**src/rtl/cache_arbiter.sv**
```systemverilog
// Arbitrates I-cache and D-cache line transactions onto one physical-memory port.
// One memory operation in flight; fixed or round-robin tie-break selected by FAIR.
module cache_arbiter #(
    parameter int FAIR = 1
) (
    input  logic         clk,
    input  logic         reset,

    input  logic         i_pmem_read,
    input  logic [15:0]  i_pmem_address,
    output logic [127:0] i_pmem_rdata,
    output logic         i_pmem_resp,

    input  logic         d_pmem_read,
    input  logic         d_pmem_write,
    input  logic [15:0]  d_pmem_address,
    input  logic [127:0] d_pmem_wdata,
    output logic [127:0] d_pmem_rdata,
    output logic         d_pmem_resp,

    output logic         pmem_read,
    output logic         pmem_write,
    output logic [15:0]  pmem_address,
    output logic [127:0] pmem_wdata,
    input  logic [127:0] pmem_rdata,
    input  logic         pmem_resp
);

    localparam logic [1:0] ST_IDLE    = 2'd0;
    localparam logic [1:0] ST_SERVE_I = 2'd1;
    localparam logic [1:0] ST_SERVE_D = 2'd2;
    localparam logic [1:0] ST_DONE    = 2'd3;

    logic [1:0]   r_state;
    logic         r_last_grant_d;
    logic         r_pmem_read;
    logic         r_pmem_write;
    logic [15:0]  r_pmem_address;
    logic [127:0] r_pmem_wdata;

    logic         w_i_req;
    logic         w_d_req;
    logic         w_grant_any;
    logic         w_grant_d;
    logic [15:0]  w_i_line;
    logic [15:0]  w_d_line;

    always_comb begin
        w_i_req     = i_pmem_read;
        w_d_req     = d_pmem_read | d_pmem_write;
        w_grant_any = w_i_req | w_d_req;
        // On a tie, round-robin hands the port to whichever side did not win last.
        if (w_i_req && w_d_req) begin
            w_grant_d = (FAIR != 0) ? ~r_last_grant_d : 1'b1;
        end else begin
            w_grant_d = w_d_req;
        end
        w_i_line = i_pmem_address & 16'hFFF0;
        w_d_line = d_pmem_address & 16'hFFF0;
    end

    always_ff @(posedge clk or posedge reset) begin
        if (reset) begin
            r_state        <= ST_IDLE;
            r_last_grant_d <= 1'b1;
            r_pmem_read    <= 1'b0;
            r_pmem_write   <= 1'b0;
            r_pmem_address <= '0;
            r_pmem_wdata   <= '0;
        end else begin
            case (r_state)
                ST_IDLE: begin
                    if (w_grant_any) begin
                        r_last_grant_d <= w_grant_d;
                        if (w_grant_d) begin
                            r_state        <= ST_SERVE_D;
                            r_pmem_address <= w_d_line;
                            r_pmem_wdata   <= d_pmem_wdata;
                            // A writeback wins over a simultaneous fill request.
                            r_pmem_write   <= d_pmem_write;
                            r_pmem_read    <= ~d_pmem_write;
                        end else begin
                            r_state        <= ST_SERVE_I;
                            r_pmem_address <= w_i_line;
                            r_pmem_write   <= 1'b0;
                            r_pmem_read    <= 1'b1;
                        end
                    end
                end
                ST_SERVE_I, ST_SERVE_D: begin
                    if (pmem_resp) begin
                        r_state      <= ST_DONE;
                        r_pmem_read  <= 1'b0;
                        r_pmem_write <= 1'b0;
                    end
                end
                ST_DONE: begin
                    r_state <= ST_IDLE;
                end
            endcase
        end
    end

    assign pmem_read    = r_pmem_read;
    assign pmem_write   = r_pmem_write;
    assign pmem_address = r_pmem_address;
    assign pmem_wdata   = r_pmem_wdata;

    assign i_pmem_rdata = pmem_rdata;
    assign d_pmem_rdata = pmem_rdata;
    assign i_pmem_resp  = pmem_resp & (r_state == ST_SERVE_I);
    assign d_pmem_resp  = pmem_resp & (r_state == ST_SERVE_D);

endmodule

```
**config.mk**
```make
export PLATFORM = sky130hd
export DESIGN_NAME = cache_arbiter
export DESIGN_NICKNAME = d
export VERILOG_FILES = /design/src/rtl/cache_arbiter.sv
export SDC_FILE = /design/constraint.sdc
export NUM_CORES = 1
export LEC_CHECK = 0
export ABC_AREA = 0
export CORE_AREA = 2 2 272 274
export CTS_CLUSTER_DIAMETER = 120
export DETAILED_ROUTE_END_ITERATION = 10
export DIE_AREA = 0 0 274 276
export DONT_BUFFER_PORTS = 1
export HOLD_SLACK_MARGIN = 0.1
export SLEW_MARGIN = 25
export SYNTH_ARGS = -nofsm -noshare
export SYNTH_HDL_FRONTEND = slang
export SYNTH_SLANG_ARGS = --single-unit
```
**constraint.sdc**
```tcl
create_clock -name clk -period 15.9 [get_ports clk]
set_input_delay 4.77 -clock clk [delete_from_list [all_inputs] [get_ports clk]]
set_output_delay 4.77 -clock clk [all_outputs]
set_load 0.02 [all_outputs]
```
==> results of run 1 <==
==> final timing paths <==
path                       slack [ns]  cells after the start        endpoint      startpoint
min in group asynchronous        4.31                      1  pmem_wdata[80]           reset
setup reg to reg                12.17                      5  pmem_wdata[11]  r_last_grant_d
setup / recovery                 6.05                      1     d_pmem_resp       pmem_resp
hold reg to reg                  0.50                      2  r_last_grant_d  r_last_grant_d
max in group asynchronous       10.21                      2  pmem_wdata[32]           reset
hold / removal                   0.50                      2  r_last_grant_d  r_last_grant_d
==> cell usage in the layout, fill, tap and decap left out, drive strengths merged <==
cell / netlist / final
conb: 1 / 4
inv: 4 / 12
nand2: 15 / 15
o31ai: 1 / 1
a211oi: 1 / 1
nor2: 1 / 1
buf: 275 / 3
o2bb2ai: 2 / 2
and3b: 1 / 1
a21oi: 2 / 2
o21ai: 13 / 13
nand2b: 1 / 1
nor2b: 1 / 1
bufinv: 0 / 1
mux2i: 12 / 12
and2: 2 / 2
mux2: 131 / 131
clkbuf: 3 / 17
clkinv: 0 / 6
dfstp: 1 / 1
diode: 0 / 2
ha: 3 / 3
dfrtp: 144 / 144
nor3: 1 / 1
or2: 1 / 1
==> per-layer routing <==
layer / global-route usage / wire [um]
met4: 0.06745 / 2310
met1: 0.04325 / 6252
met2: 0.07718 / 8937
met3: 0.04160 / 3393
met5: 0 / 55
==> tightest hold or removal path, cell delays in order, from the launching register on <==
cell and delay [ns]:
dfstp_2 0.40, nand2_1 0.06, nand2_1 0.05
==> through the flow <==
| stage | power [mW] | instance area [um^2] |
|---|---|---|
| final | 1.835 | 7682 |
| after global routing | 1.944 | 7677 |
| after CTS | 1.876 | 7665 |
| after detailed placement | 1.446 | 7093 |
| after global placement | 1.428 | 7093 |
| after floorplan | 1.418 | 7956 |
==> sequential cells by signal, summed over array words and instances (netlist names) <==
signal and flops:
pmem_write 1, r_last_grant_d 1, pmem_wdata 128, pmem_read 1
r_state 2, pmem_address 12
==> cells by family after synthesis <==
| kind of cell | count (synthesis) | synth area share |
|---|---|---|
| buf+inv | 282 | 0.2671 |
| flops | 145 | 0.4569 |
| mux | 143 | 0.2433 |
| simple gates | 23 | 0.01323 |
| compound gates | 19 | 0.01433 |
| fa+ha+maj | 3 | 0.004725 |
| other cells | 1 | 0.0004720 |
==> layout make-up <==
| class | count | area [um^2] |
|---|---|---|
| diodes | 2 | 5.005 |
| clock buffers | 17 | 425.4 |
| clock inverters | 15 | 146.4 |
| fillers | 8322 | 64900 |
| inverters | 4 | 20.02 |
| multi-input cells | 192 | 2233 |
| flip-flops and latches | 145 | 3630 |
| well taps | 959 | 1200 |
| repair buffers | 3 | 22.52 |
==> power groups by stage <==
stage               combinational, mW  sequential [mW]  clock [mW]
floorplan                       0.529            0.889           0
global placement                0.455            0.973           0
detailed placement              0.478            0.968           0
CTS                             0.474            0.971       0.431
global route                    0.508            0.990       0.446
finish                          0.465            0.961       0.409
==> results.sh, run 1 <==
export IMPL_outcome="finished, final reports clean"
export IMPL_syn_avg_cell_area_um2=12.90
export IMPL_period_minus_slack_ns=9.847
export IMPL_synth_top_area_frac=0.4535
export IMPL_cts_resized=0
export IMPL_worst_path_max_fanout=3
export IMPL_overflow=0
export IMPL_ys_warn_count=0
export IMPL_maxCapViolations=0
export IMPL_path_cells="and2_1"
export IMPL_fin_ws_ns=6.053
export IMPL_p_leak_nw=3.233
export IMPL_num_vias=3219
export IMPL_io_buffers=0
export IMPL_skew_ns=0.01874
export IMPL_hold_violations=0
export IMPL_num_io_pins=698
export IMPL_setup_violations=0
export IMPL_synth_seq_cells=145
export IMPL_postLayoutCoreUtil=0.1058
export IMPL_area_growth_pct=-3.307
export IMPL_clock_sinks=145
export IMPL_drc=0
export IMPL_clockBufferDepth=2
export IMPL_endpoint_kind="primary output"
export IMPL_synth_area_mm2=0.007945
export IMPL_worstPathRequired_ns=11.13
export IMPL_place_congestion=0.7574
export IMPL_die_area_mm2=0.07562
export IMPL_ys_seq_area_frac=0.4569
export IMPL_synth_area_leaders="dfrtp_1, buf_4, mux2_4"
export IMPL_p_int_mw=1.081
export IMPL_async_flop_share=1.000
export IMPL_core_area_mm2=0.07259
export IMPL_cpPeakStageDelay_ns=0.29
export IMPL_yosys_top_cells_count="buf_4, dfrtp_1, mux2_4"
export IMPL_synth_distinct_cells=28
export IMPL_row_count=99
export IMPL_htreeDepth=4
export IMPL_clockPowerShare=0.223
export IMPL_grt_pass1_vias=3665
export IMPL_hp_class="reg2reg"
export IMPL_hold_buffers=0
export IMPL_path_delay_family="simple AND/OR/NAND/NOR gates"
export IMPL_place_ws_ns=6.011
export IMPL_synth_largest_area_cell="dfrtp_1"
export IMPL_fin_crit_sh=0.6193
export IMPL_critPathArrivalTime_ns=5.08
export IMPL_detail_route_antenna_nets=0
export IMPL_die_w_um=274
export IMPL_fin_cells=1337
export IMPL_switching_power_mw=0.7538
export IMPL_crit_path_top_delay_cell="and2_1"
export IMPL_grt_pass1_wl_mm=27.94
export IMPL_placed_cells=1303
export IMPL_hold_slack_ns=0.5044
export IMPL_first_iter_violations=74
export IMPL_worst_slew_pin_slew_ns=0.9139
export IMPL_finalMaxSlewViolations=0
export IMPL_nets=660
export IMPL_grt_max_degree=76
export IMPL_swShare=0.4108
export IMPL_cp_num_buf_inv=0
export IMPL_power_frac_seq=0.524
export IMPL_insertion_delay_ns=0.46
export IMPL_hpwl_mm=15.82
export IMPL_relSlewSlack=0.3907
export IMPL_fmax_ghz=0.1016
export IMPL_synth_enable_flop_cells=0
export IMPL_post_drt_wl_per_cell_um=15.67
export IMPL_synth_cells=616
export IMPL_comb_power_share=0.253
export IMPL_root_buffer="clkbuf_16"
export IMPL_avgViaCountPerCell=2.408
export IMPL_power_density_mw_per_mm2=238.9
export IMPL_startpoint_type="primary input"
export IMPL_rsz0062_at_grt="no"
export IMPL_synth_most_common_cell="buf_4"
export IMPL_synth_ff_type="dfrtp_1"
export IMPL_cts_inserted_buffers=17
export IMPL_drive_gt1_frac=0.4362
export IMPL_routed_wl_mm=20.95
export IMPL_die_h_um=276
export IMPL_clk_pin_slew_worst_paths_ns=0.08
export IMPL_antenna_found_initial=6
export IMPL_initial_utilization=0.1095
export IMPL_fin_tns_setup_ns=0
export IMPL_cts_setup_buffers=0
export IMPL_drt_pass1_iterations=4
export IMPL_cts_tree="done"
export IMPL_worstSetupPathType="in2out"
export IMPL_vdd_drop_max_uv=108.7
export IMPL_grt_total_usage=0.05448
Power figures use the tool's default switching activity.
==> run 2: changes to the inputs <==
clock period = 8.55 ns   (was 15.9 ns; I/O delays follow)
==> results.sh, run 2 (same netlist as run 1, synthesis figures left out) <==
export IMPL_grt_pass1_wl_mm=27.78
export IMPL_rsz0062_at_grt="no"
export IMPL_fin_ws_ns=3.166
export IMPL_n_fill_cell=8324
export IMPL_mostFrequentLayoutCells="dfrtp_1, mux2_4, mux2_2"
export IMPL_hold_violations=0
export IMPL_worst_slew_pin_slew_ns=1.007
export IMPL_multiInputGateArea_mm2=0.002233
export IMPL_p_leak_nw=3.250
export IMPL_hp_start="r_last_grant_d"
export IMPL_grt_pass1_vias=3645
export IMPL_grt_max_degree=100
export IMPL_postLayoutCoreUtil=0.1065
export IMPL_root_buffer="clkbuf_16"
export IMPL_drc=0
export IMPL_grt_total_usage=0.05426
export IMPL_rr_worst_depth=4
export IMPL_die_w_um=274
export IMPL_cp_num_buf_inv=0
export IMPL_die_area_mm2=0.07562
export IMPL_first_iter_violations=100
export IMPL_routed_wl_mm=20.81
export IMPL_relSlewSlack=0.3285
export IMPL_cpPeakStageDelay_ns=0.24
export IMPL_clk_pin_slew_worst_paths_ns=0.08
export IMPL_period_minus_slack_ns=5.384
export IMPL_path_delay_family="simple AND/OR/NAND/NOR gates"
export IMPL_hold_slack_ns=0.4990
export IMPL_overflow=0
export IMPL_clockBufferDepth=2
export IMPL_cts_setup_buffers=0
export IMPL_post_drt_wl_per_cell_um=15.54
export IMPL_place_congestion=0.7532
export IMPL_fin_tns_setup_ns=0
export IMPL_path_cells="and2_1"
export IMPL_insertion_delay_ns=0.47
export IMPL_avgViaCountPerCell=2.462
export IMPL_fmax_ghz=0.1857
export IMPL_reg2reg_to="pmem_wdata[9]"
export IMPL_worst_path_max_fanout=6
export IMPL_crit_path_top_delay_cell="and2_1"
export IMPL_min_delay_path_depth=2
export IMPL_setup_violations=0
export IMPL_row_count=99
export IMPL_htreeDepth=4
export IMPL_seq_area_mm2=0.003630
export IMPL_largest_register_ffs=128
export IMPL_num_vias=3296
export IMPL_antenna_found_initial=8
export IMPL_dr_wl_met2_mm=8.781
export IMPL_die_h_um=276
export IMPL_r2r_start="r_last_grant_d"
export IMPL_totalPowerFinal_mw=3.451
export IMPL_io_buffers=0
export IMPL_reg2reg_slack_ns=5.76
export IMPL_cts_tree="done"
export IMPL_cts_resized=0
export IMPL_hp_class="reg2reg"
export IMPL_drive_gt1_frac=0.4347
export IMPL_worstPathRequired_ns=5.99
export IMPL_clock_sinks=145
export IMPL_finalMaxSlewViolations=0
export IMPL_hpwl_mm=15.82
export IMPL_nets=659
export IMPL_fin_crit_sh=0.6297
export IMPL_detail_route_antenna_nets=0
export IMPL_topRoutingLayerUsed="met5"
export IMPL_holdPathEnd="r_last_grant_d"
export IMPL_layout_commonest_cell="dfrtp_1"
export IMPL_vdd_drop_max_uv=163.4
export IMPL_skew_ns=0.02961
export IMPL_hold_buffers=0
export IMPL_num_io_pins=698
export IMPL_initial_utilization=0.1095
export IMPL_maxCapViolations=0
export IMPL_area_growth_pct=-2.693
export IMPL_wl_met3_mm=3.805
export IMPL_drt_pass1_iterations=6
export IMPL_worstSetupPathType="in2out"
export IMPL_power_density_mw_per_mm2=446.4
export IMPL_endpoint_kind="primary output"
export IMPL_core_area_mm2=0.07259
export IMPL_wl_met1_mm=5.704
export IMPL_outcome="finished, final reports clean"
export IMPL_place_ws_ns=3.164
export IMPL_startpoint_type="primary input"
export IMPL_critPathArrivalTime_ns=2.82
export IMPL_cts_inserted_buffers=17
## run 2: cell types whose count changed in the layout (fill, tap and decap cells not counted)
| cell | change |
|---|---|
| diode_2 | +3 |
| buf_4 | -2 |
| clkinv_2 | -2 |
| buf_12 | +1 |
| bufinv_16 | +1 |
| clkbuf_8 | +1 |
| inv_6 | -1 |
| inv_8 | +1 |
## run 2: layout make-up
type | instances | area share
multi-input cells | 192 | 0.2889
flip-flops and latches | 145 | 0.4695
diodes | 5 | 0.001618
clock buffers | 18 | 0.05681
well taps | 959 | 0.1552
clock inverters | 14 | 0.02185
repair buffers | 2 | 0.003560
inverters | 4 | 0.002589
## run 2: stage by stage
stage          area (um^2)  cells
2_1_floorplan         7956    619
3_3_place_gp          7098   1302
3_5_place_dp          7098   1302
4_1_cts               7706   1334
5_1_grt               7729   1338
6_report              7731   1339
## run 2: worst max path at each step
stage                     startpoint                to  slack, ns  depth (start not counted)
final                      pmem_resp       i_pmem_resp       3.17                          1
after global routing       pmem_resp       i_pmem_resp       3.16                          1
after CTS                  pmem_resp       i_pmem_resp       3.16                          1
after detailed placement   pmem_resp       i_pmem_resp       3.16                          1
after global placement     pmem_resp       i_pmem_resp       3.17                          1
after floorplan                reset  pmem_address[10]       2.09                          1
## run 2: report_power, final
part | switching (mW) | internal, mW | leakage (nW)
sequential | 0.742 | 1.04 | 1.72
clock | 0.350 | 0.449 | 0.302
combinational | 0.308 | 0.562 | 1.23
## run 2: per-layer routing
layer  vias up  GRT usage
li1       1258          -
met2       325    0.07556
met5         -          0
met4         8    0.07107
met1      1546    0.04075
met3       159    0.04455
==> run 3: changes to the inputs <==
clock period = 4.65 ns   (was 8.55 ns; I/O delays follow)
==> results.sh, run 3 (same netlist as run 1, synthesis figures left out) <==
export IMPL_outcome="finished, final reports clean"
export IMPL_clk_pin_slew_worst_paths_ns=0.07
export IMPL_grt_pass1_vias=3723
export IMPL_die_h_um=276
export IMPL_power_density_mw_per_mm2=809.6
export IMPL_worst_slew_pin_slew_ns=0.9195
export IMPL_drt_pass1_iterations=4
export IMPL_cts_resized=0
export IMPL_die_w_um=274
export IMPL_seq_area_mm2=0.003630
export IMPL_detail_route_antenna_nets=0
export IMPL_antenna_found_initial=16
export IMPL_path_delay_family="simple AND/OR/NAND/NOR gates"
export IMPL_cts_setup_buffers=0
export IMPL_period_minus_slack_ns=3.069
export IMPL_worstSetupPathType="in2out"
export IMPL_skew_ns=0.01064
export IMPL_fin_cells=1342
export IMPL_routed_wl_mm=22.54
export IMPL_initial_utilization=0.1095
export IMPL_num_io_pins=698
export IMPL_vdd_drop_max_uv=450.9
export IMPL_fin_crit_sh=0.6600
export IMPL_critPathArrivalTime_ns=1.67
export IMPL_nets=665
export IMPL_fin_tns_setup_ns=0
export IMPL_worst_path_max_fanout=3
export IMPL_worstPathRequired_ns=3.25
export IMPL_r2r_start="r_state[1]"
export IMPL_hp_start="r_last_grant_d"
export IMPL_place_ws_ns=1.560
export IMPL_fmax_ghz=0.3259
export IMPL_setup_violations=0
export IMPL_startpoint_type="primary input"
export IMPL_overflow=0
export IMPL_post_drt_wl_per_cell_um=16.79
export IMPL_cpPeakStageDelay_ns=0.28
export IMPL_num_vias=3248
export IMPL_cts_tree="done"
export IMPL_multiInputGateArea_mm2=0.002221
export IMPL_place_congestion=0.7716
export IMPL_mostFrequentLayoutCells="dfrtp_1, mux2_4, mux2_2"
export IMPL_clock_sinks=145
export IMPL_placed_cells=1308
export IMPL_crit_path_top_delay_cell="and2_1"
export IMPL_fin_ws_ns=1.581
export IMPL_p_leak_nw=3.250
export IMPL_totalPowerFinal_mw=6.252
export IMPL_layout_commonest_cell="dfrtp_1"
export IMPL_htreeDepth=4
export IMPL_largest_register_ffs=128
export IMPL_grt_max_degree=54
export IMPL_cp_num_buf_inv=0
export IMPL_area_growth_pct=-2.803
export IMPL_n_fill_cell=8292
export IMPL_drc=0
export IMPL_path_cells="and2_1"
export IMPL_grt_pass1_wl_mm=29.79
export IMPL_die_area_mm2=0.07562
export IMPL_io_buffers=0
export IMPL_hold_buffers=0
export IMPL_row_count=99
export IMPL_avgViaCountPerCell=2.420
export IMPL_hp_class="reg2reg"
export IMPL_endpoint_kind="primary output"
export IMPL_relSlewSlack=0.3870
export IMPL_root_buffer="clkbuf_16"
export IMPL_critPathLaunch="pmem_resp"
export IMPL_insertion_delay_ns=0.46
export IMPL_grt_total_usage=0.05932
export IMPL_maxCapViolations=0
export IMPL_cts_inserted_buffers=17
export IMPL_finalMaxSlewViolations=0
export IMPL_hold_violations=0
export IMPL_clockBufferDepth=2
export IMPL_drive_gt1_frac=0.4436
export IMPL_rsz0062_at_grt="no"
export IMPL_hpwl_mm=17.60
export IMPL_core_area_mm2=0.07259
export IMPL_first_iter_violations=84
## run 3: changes by cell type in the layout (fill, tap and decap cells not counted), sizes merged
cell,before,now
clkbuf,18,17
diode,5,2
inv,12,11
clkinv,4,6
clkinvlp,0,2
buf,2,8
bufinv,2,0
## run 3: area by class of cell
class                           instances  area share
Multi-Input combinational cell        192      0.2876
Timing Repair Buffer                    8     0.01264
Inverter                                4    0.002430
Clock inverter                         15     0.01620
Tap cell                              959      0.1554
Sequential cell                       145      0.4700
Clock buffer                           17     0.05509
Antenna cell                            2   0.0006481
## run 3: report_power, final
group | leakage (nW) | internal (mW) | switching (mW) | total (mW)
registers | 1.72 | 1.91 | 1.38 | 3.29
logic | 1.26 | 1.05 | 0.572 | 1.62
clock network | 0.272 | 0.697 | 0.644 | 1.34
total | 3.25 | 3.66 | 2.59 | 6.25
## run 3: worst paths after layout
kind                                        end  slack [ns]  cells after the start
worst max-delay path                d_pmem_resp        1.58                      1
worst min-delay path             r_last_grant_d        0.48                      2
worst max register to register   pmem_wdata[18]        2.41                      6
min in group asynchronous        pmem_wdata[61]        0.86                      1
worst min register to register   r_last_grant_d        0.48                      2
max in group asynchronous       pmem_wdata[125]        2.91                      2
## run 3: per-stage QoR
step | hold slack (ns) | utilization | cell area (um^2)
final | 0.4777 | 0.1064 | 7722
after global routing | 0.5297 | 0.1064 | 7720
after CTS | 0.4867 | 0.1063 | 7717
after detailed placement | 0.4737 | 0.09873 | 7167
after global placement | 0.4706 | 0.09873 | 7167
after floorplan | 0.4530 | - | 7960
## run 3: per-layer routing
| metal | GRT usage | up-vias | share of wire |
|---|---|---|---|
| met1 | 0.04648 | 1476 | 0.27 |
| met4 | 0.06145 | 24 | 0.091 |
| li1 | - | 1258 | - |
| met3 | 0.05298 | 163 | 0.20 |
| met2 | 0.08463 | 327 | 0.43 |
| met5 | 0 | - | 0.0059 |
## run 3: worst reg2reg max path, delay by kind of cell, from the launching register on
| family | cells | cell delay, ns |
|---|---|---|
| muxes | 1 | 0.40 |
| adders and majority gates | 1 | 0.28 |
| DFF | 1 | 0.37 |
| and+or+nand+nor | 1 | 0.50 |
| buffers and inverters | 3 | 0.57 |
